===== config.mk =====
export PLATFORM = sky130hd
export DESIGN_NAME = pulse_window_integrator
export DESIGN_NICKNAME = d
export VERILOG_FILES = /design/src/rtl/pulse_window_integrator.sv
export SDC_FILE = /design/constraint.sdc
export NUM_CORES = 1
export LEC_CHECK = 0
export CORE_ASPECT_RATIO = 1.25
export CORE_UTILIZATION = 38
export CTS_CLUSTER_DIAMETER = 40
export DETAILED_ROUTE_END_ITERATION = 10
export GPL_TIMING_DRIVEN = 0
export PLACE_DENSITY = 0.69
export SYNTH_ARGS = -nofsm -noshare
export SYNTH_HDL_FRONTEND = slang
export SYNTH_SLANG_ARGS = --single-unit

===== constraint.sdc =====
create_clock -name clk -period 3.6 [get_ports clk]
set_clock_uncertainty 0.15 [all_clocks]
set_input_delay 1.08 -clock clk [delete_from_list [all_inputs] [get_ports clk]]
set_output_delay 1.08 -clock clk [all_outputs]
set_load 0.01 [all_outputs]

===== src/rtl/pulse_window_integrator.sv =====
// Pulse window integrator.
// On each rising edge of trig, waits a programmable number of cycles, then
// accumulates a programmable number of consecutive signed samples with
// saturating arithmetic. The result is presented with a one-cycle valid
// strobe. A trigger edge seen while a window is running is reported on
// trig_miss and otherwise ignored.
module pulse_window_integrator #(
  parameter int DIN_W = 16,
  parameter int SUM_W = 24,
  parameter int DLY_W = 8,
  parameter int LEN_W = 6
) (
  input  logic                    clk,
  input  logic                    rst,
  input  logic                    trig,
  input  logic signed [DIN_W-1:0] din,
  input  logic [DLY_W-1:0]        delay,
  input  logic [LEN_W-1:0]        win_len,
  output logic signed [SUM_W-1:0] sum_out,
  output logic                    sum_valid,
  output logic                    sat,
  output logic                    busy,
  output logic                    trig_miss
);

  localparam logic signed [SUM_W-1:0] SUM_MAX = {1'b0, {(SUM_W-1){1'b1}}};
  localparam logic signed [SUM_W-1:0] SUM_MIN = {1'b1, {(SUM_W-1){1'b0}}};

  typedef enum logic [1:0] {ST_IDLE, ST_DELAY, ST_INTEG} state_t;

  state_t                  state;
  state_t                  state_nxt;

  logic                    trig_a;
  logic                    trig_b;
  logic                    edge_det;

  logic [DLY_W-1:0]        dly_cnt;
  logic [LEN_W-1:0]        len_cnt;
  logic signed [SUM_W-1:0] acc;
  logic                    acc_sat;

  logic signed [SUM_W-1:0] din_ext;
  logic signed [SUM_W:0]   add_wide;
  logic signed [SUM_W-1:0] add_val;
  logic                    add_ovf;

  logic                    start;
  logic                    miss;
  logic                    finish;
  logic signed [SUM_W-1:0] res_val;
  logic                    res_sat;

  // The extra top bit of the wide sum disagrees with the sign bit exactly
  // when the SUM_W-bit signed add has overflowed.
  function automatic logic sum_overflow(input logic signed [SUM_W:0] v);
    return v[SUM_W] ^ v[SUM_W-1];
  endfunction

  // Clamp a one-bit-wider sum back into SUM_W bits, toward the true sign.
  function automatic logic signed [SUM_W-1:0] clamp_sum(input logic signed [SUM_W:0] v);
    if (sum_overflow(v)) begin
      return v[SUM_W] ? SUM_MIN : SUM_MAX;
    end
    return v[SUM_W-1:0];
  endfunction

  // Trigger history: two registered copies give the rising-edge detect.
  always_ff @(posedge clk or posedge rst) begin
    if (rst) begin
      trig_a <= 1'b0;
      trig_b <= 1'b0;
    end else begin
      trig_a <= trig;
      trig_b <= trig_a;
    end
  end

  assign edge_det = trig_a & ~trig_b;

  // State register.
  always_ff @(posedge clk or posedge rst) begin
    if (rst) begin
      state <= ST_IDLE;
    end else begin
      state <= state_nxt;
    end
  end

  // Next-state logic: zero delay skips DELAY, zero length skips INTEG.
  always_comb begin
    state_nxt = state;
    case (state)
      ST_IDLE: begin
        if (edge_det) begin
          if (delay != '0) begin
            state_nxt = ST_DELAY;
          end else if (win_len != '0) begin
            state_nxt = ST_INTEG;
          end
        end
      end
      ST_DELAY: begin
        if (dly_cnt <= DLY_W'(1)) begin
          state_nxt = (len_cnt != '0) ? ST_INTEG : ST_IDLE;
        end
      end
      ST_INTEG: begin
        if (len_cnt <= LEN_W'(1)) begin
          state_nxt = ST_IDLE;
        end
      end
      default: state_nxt = ST_IDLE;
    endcase
  end

  // Output/control decode: window start, missed edge, and result completion.
  always_comb begin
    busy    = (state != ST_IDLE);
    start   = (state == ST_IDLE) && edge_det;
    miss    = (state != ST_IDLE) && edge_det;
    finish  = 1'b0;
    res_val = '0;
    res_sat = 1'b0;
    case (state)
      ST_IDLE: begin
        if (edge_det && (delay == '0) && (win_len == '0)) begin
          finish = 1'b1;
        end
      end
      ST_DELAY: begin
        if ((dly_cnt <= DLY_W'(1)) && (len_cnt == '0)) begin
          finish = 1'b1;
        end
      end
      ST_INTEG: begin
        if (len_cnt <= LEN_W'(1)) begin
          finish  = 1'b1;
          res_val = add_val;
          res_sat = acc_sat | add_ovf;
        end
      end
      default: finish = 1'b0;
    endcase
  end

  // Saturating accumulate of the sign-extended sample.
  always_comb begin
    din_ext  = SUM_W'(din);
    add_wide = (SUM_W+1)'(acc) + (SUM_W+1)'(din_ext);
    add_val  = clamp_sum(add_wide);
    add_ovf  = sum_overflow(add_wide);
  end

  // Window counters and accumulator; settings are captured only at start.
  always_ff @(posedge clk or posedge rst) begin
    if (rst) begin
      dly_cnt <= '0;
      len_cnt <= '0;
      acc     <= '0;
      acc_sat <= 1'b0;
    end else if (start) begin
      dly_cnt <= delay;
      len_cnt <= win_len;
      acc     <= '0;
      acc_sat <= 1'b0;
    end else if (state == ST_DELAY) begin
      dly_cnt <= dly_cnt - DLY_W'(1);
    end else if (state == ST_INTEG) begin
      acc     <= add_val;
      acc_sat <= acc_sat | add_ovf;
      len_cnt <= len_cnt - LEN_W'(1);
    end
  end

  // Registered result, strobes; sum_out and sat hold between windows.
  always_ff @(posedge clk or posedge rst) begin
    if (rst) begin
      sum_out   <= '0;
      sat       <= 1'b0;
      sum_valid <= 1'b0;
      trig_miss <= 1'b0;
    end else begin
      sum_valid <= finish;
      trig_miss <= miss;
      if (finish) begin
        sum_out <= res_val;
        sat     <= res_sat;
      end
    end
  end

endmodule

==> flow_summary_export.csv <==
group,metric,value,unit
floorplanning,start_util,39.64,%
place,dpl.hpwl,8.279,mm
timing,slew_headroom,42.43,%
power_and_ir_drop,power.total,5.146,mW
synthesis,ys_ff_latch,70,
synthesis,syn_avg_cell_area,9.838,sq um
timing,setup_violations,0,
flow_run,drv_cap,0,
synthesis,synth.top_cells.by_area,"dfrtp_1 (39%), a221o_1 (10%), ha_1 (7.9%)",
critical_path,critical_path.cell_chain,"clkbuf_4 > ha_1 > buf_2 > a21oi_1 > o21ai_2 > a221oi_2 > inv_2 > a41oi_4 > o31ai_4 > and2_4 > buf_6 > buf_16 > a221o_1",
grt,grt_usage,21.06,%
synthesis,synth_nets,515,
clock_tree,root_buffer,"clkbuf_16",
clock_tree,clk_latency,340,ps
critical_path,cp_slowest_cell,"a221oi_2",
clock_tree,numCtsBuffers,9,
floorplanning,io_pins,61,
place,gp_congestion,0.9086,
clock_tree,cts_tree,"yes",
synthesis,syn_area,4457,sq um
timing,hold_viol,0,
grt,grt_first_pass_wirelength,19.93,mm
timing,worst_pin_slew,863.5,ps
grt,grt_antenna_before_repair,0,
timing,fin_hold_ws,255.4,ps
power_and_ir_drop,ir_worst_vdd,0.3548,mV
critical_path,required,3670,ps
drt,routedWlPerCell,18.05,um
critical_path,rrSetupSlack,630,ps
floorplanning,core-area,11240,sq um
clock_tree,cts_num_sinks,70,
layout,layout-drive-gt1-share,20.29,%
drt,drcViolationCount,0,
drt,viasPerCell,5.933,
timing,period_share,97.78,%
synthesis,synth_top_cell_by_area,"dfrtp_1",
layout,n_antenna_cell,0,
drt,routed_wirelength,12.40,mm
critical_path,path_class,"in2reg",
synthesis,ys.flop_type,"dfrtp_1",
timing,finalMaxSlewViolations,0,
timing,timing.fmax,284.1,MHz
clock_tree,h-tree-depth,3,
timing,period_needed,3520,ps
critical_path,rr_endpoint,"sum_out[22]$_DFFE_PP0P_",
floorplanning,die_h,123.1,um
synthesis,async_flop_share,100.0,%
floorplanning,rows,43,
critical_path,critical_path_arrival,3590,ps
floorplanning,die_w,98.87,um
outcome,status,"complete, no violations",
drt,dr.pass1.iters,4,
drt,initialDrtViolationCount,229,
worst_hold_path,min_path_cells,0,
drt,via_count,4076,
worst_hold_path,hp-class,"reg2reg",
critical_path,crit_path_max_fanout,9,
power_and_ir_drop,power_density,839.1,nW/um^2
synthesis,seq_area_frac_synth,39.30,%
place,port_buffers,60,
critical_path,r2r-start,"len_cnt[0]$_DFFE_PP0P_",
floorplanning,die_area,12170,sq um
grt,grt_max_degree,71,
layout,final_nets,609,
synthesis,ys_warn_count,0,
critical_path,worst_setup_path_end_kind,"flip-flop",
critical_path,rr_worst_depth,7,
critical_path,slowest_delay,340,ps
timing,fin_setup_tns,0,ps
critical_path,cp-start-kind,"input port",
grt,overflow,0,
clock_tree,path_clk_slew,60,ps
drt,ant_nets,0,
power_and_ir_drop,power_leakage,2.643,nW
layout,areaGrowthSynthToFinish,37.62,%
clock_tree,cts.path.max_buffers,2,
synthesis,synthCells,453,
critical_path,crit_end,"sum_out[13]$_DFFE_PP0P_",
critical_path,crit_path_start,"din[15]",
synthesis,synth-edff-count,0,
synthesis,yosysTopAreaCellShare,39.30,%
grt,grt_pass1_vias,4108,
synthesis,ys_types,58,
[synthesized netlist by cell type, types with 3 or more instances]
library cell / number
inv_1: 15
o22ai_1: 4
buf_2: 3
o21a_1: 4
dfrtp_1: 70
a31oi_1: 3
nand3_1: 9
o21ai_1: 8
a211oi_2: 6
and3_1: 5
nor2_1: 31
o21ai_0: 21
mux2i_1: 3
a21oi_1: 39
and2_4: 4
a21o_1: 4
buf_6: 9
nand2b_1: 5
o211ai_1: 3
nand2_1: 36
xor2_1: 9
ha_1: 28
nor2b_1: 5
nor3_1: 14
xnor2_1: 14
o21bai_1: 5
nor4_1: 5
clkbuf_1: 8
a221o_1: 46
[layer usage]
layer,track usage [%],vias up,wire [um]
met5,0,-,0
met4,9.422,0,434
met3,3.787,40,589
met2,36.54,155,6076
met1,25.57,1956,5296
li1,-,1925,-
[per-stage QoR]
stage               std cells  cell area [sq um]  util (%)  setup WS (ps)
floorplan                 453               4457         -          150.2
global placement          648               5226     46.48         -761.8
detailed placement        648               5229     46.50         -797.3
CTS                       683               5924     52.69         0.9746
global route              687               6133     54.55         -40.82
finish                    687               6133     54.55          79.84
[power breakdown]
group          leakage [nW]  internal, mW  switching, mW
registers             0.901          1.08          0.239
logic                  1.59          1.35           1.52
clock network         0.155         0.613          0.341
[critical path: cells and delay by family]
family          cells  cell delay [ps]
compound gates      6             1300
fa+ha+maj           1              310
buf+inv             5              670
simple gates        1              210
[cell usage in the layout, fill, tap and decap left out, types with 3 or more instances in the layout]
cell / count
o21ai_1: 5
nand2_1: 34
o21bai_1: 5
xor2_1: 9
nand2b_1: 4
and2_4: 4
a21oi_2: 5
mux2i_1: 3
o211ai_1: 3
nor2_1: 29
ha_4: 13
dlygate4sd2_1: 6
clkdlybuf4s50_1: 46
nor3_1: 13
o21a_1: 4
a211oi_4: 4
ha_1: 13
o21ai_2: 4
buf_4: 20
nor2b_1: 5
a21oi_1: 33
dlymetal6s2s_1: 7
clkbuf_8: 4
a221o_1: 46
o21ai_0: 19
o22ai_1: 4
clkbuf_1: 9
buf_6: 8
nor4_1: 5
and3_1: 5
inv_1: 14
clkbuf_16: 9
nand3_1: 9
a21o_1: 4
dfrtp_1: 70
xnor2_1: 14
[logic make-up (layout without fill, tap and decap cells)]
family / count (synthesis) / count (layout) / synth area share (%)
compound gates: 164 / 164 / 28.47
simple gates: 127 / 127 / 14.01
flops: 70 / 70 / 39.30
buf+inv: 37 / 136 / 4.716
fa+ha+maj: 29 / 29 / 8.310
xor+xnor: 23 / 23 / 4.520
mux: 3 / 3 / 0.6738
[area by class of cell]
type                    count  area (sq um)
clock buffers              14         284.0
flip-flops and latches     70          1752
multi-input cells         346          2831
clock inverters             2         37.54
plain buffers              19         148.9
inverters                  17         66.31
fillers                   960          5111
well taps                 135         168.9
repair buffers             84         844.6
[sequential cells by signal, indices dropped and copies added (netlist names)]
signal,count
acc,24
sum_out,24
dly_cnt,8
len_cnt,6
state,2
acc_sat,1
sat,1
sum_valid,1
trig_a,1
trig_b,1
trig_miss,1
[timing repair]
item	in CTS	in global routing
setup buffers	17	5
gates resized for setup	44	34
gates cloned	2	0
pin swaps	17	18
endpoints found under the setup margin	47	48
hold buffers	0	0
[how the worst min path moves through the flow]
stage                      from                to  slack, ps
6_report       trig_a$_DFF_PP0_  trig_b$_DFF_PP0_        260
4_1_cts        trig_a$_DFF_PP0_  trig_b$_DFF_PP0_        260
2_1_floorplan  trig_a$_DFF_PP0_  trig_b$_DFF_PP0_        220
5_1_grt        trig_a$_DFF_PP0_  trig_b$_DFF_PP0_        270
3_3_place_gp   trig_a$_DFF_PP0_  trig_b$_DFF_PP0_        230
3_5_place_dp   trig_a$_DFF_PP0_  trig_b$_DFF_PP0_        250
Note: power is estimated with default switching activity, not from simulation.
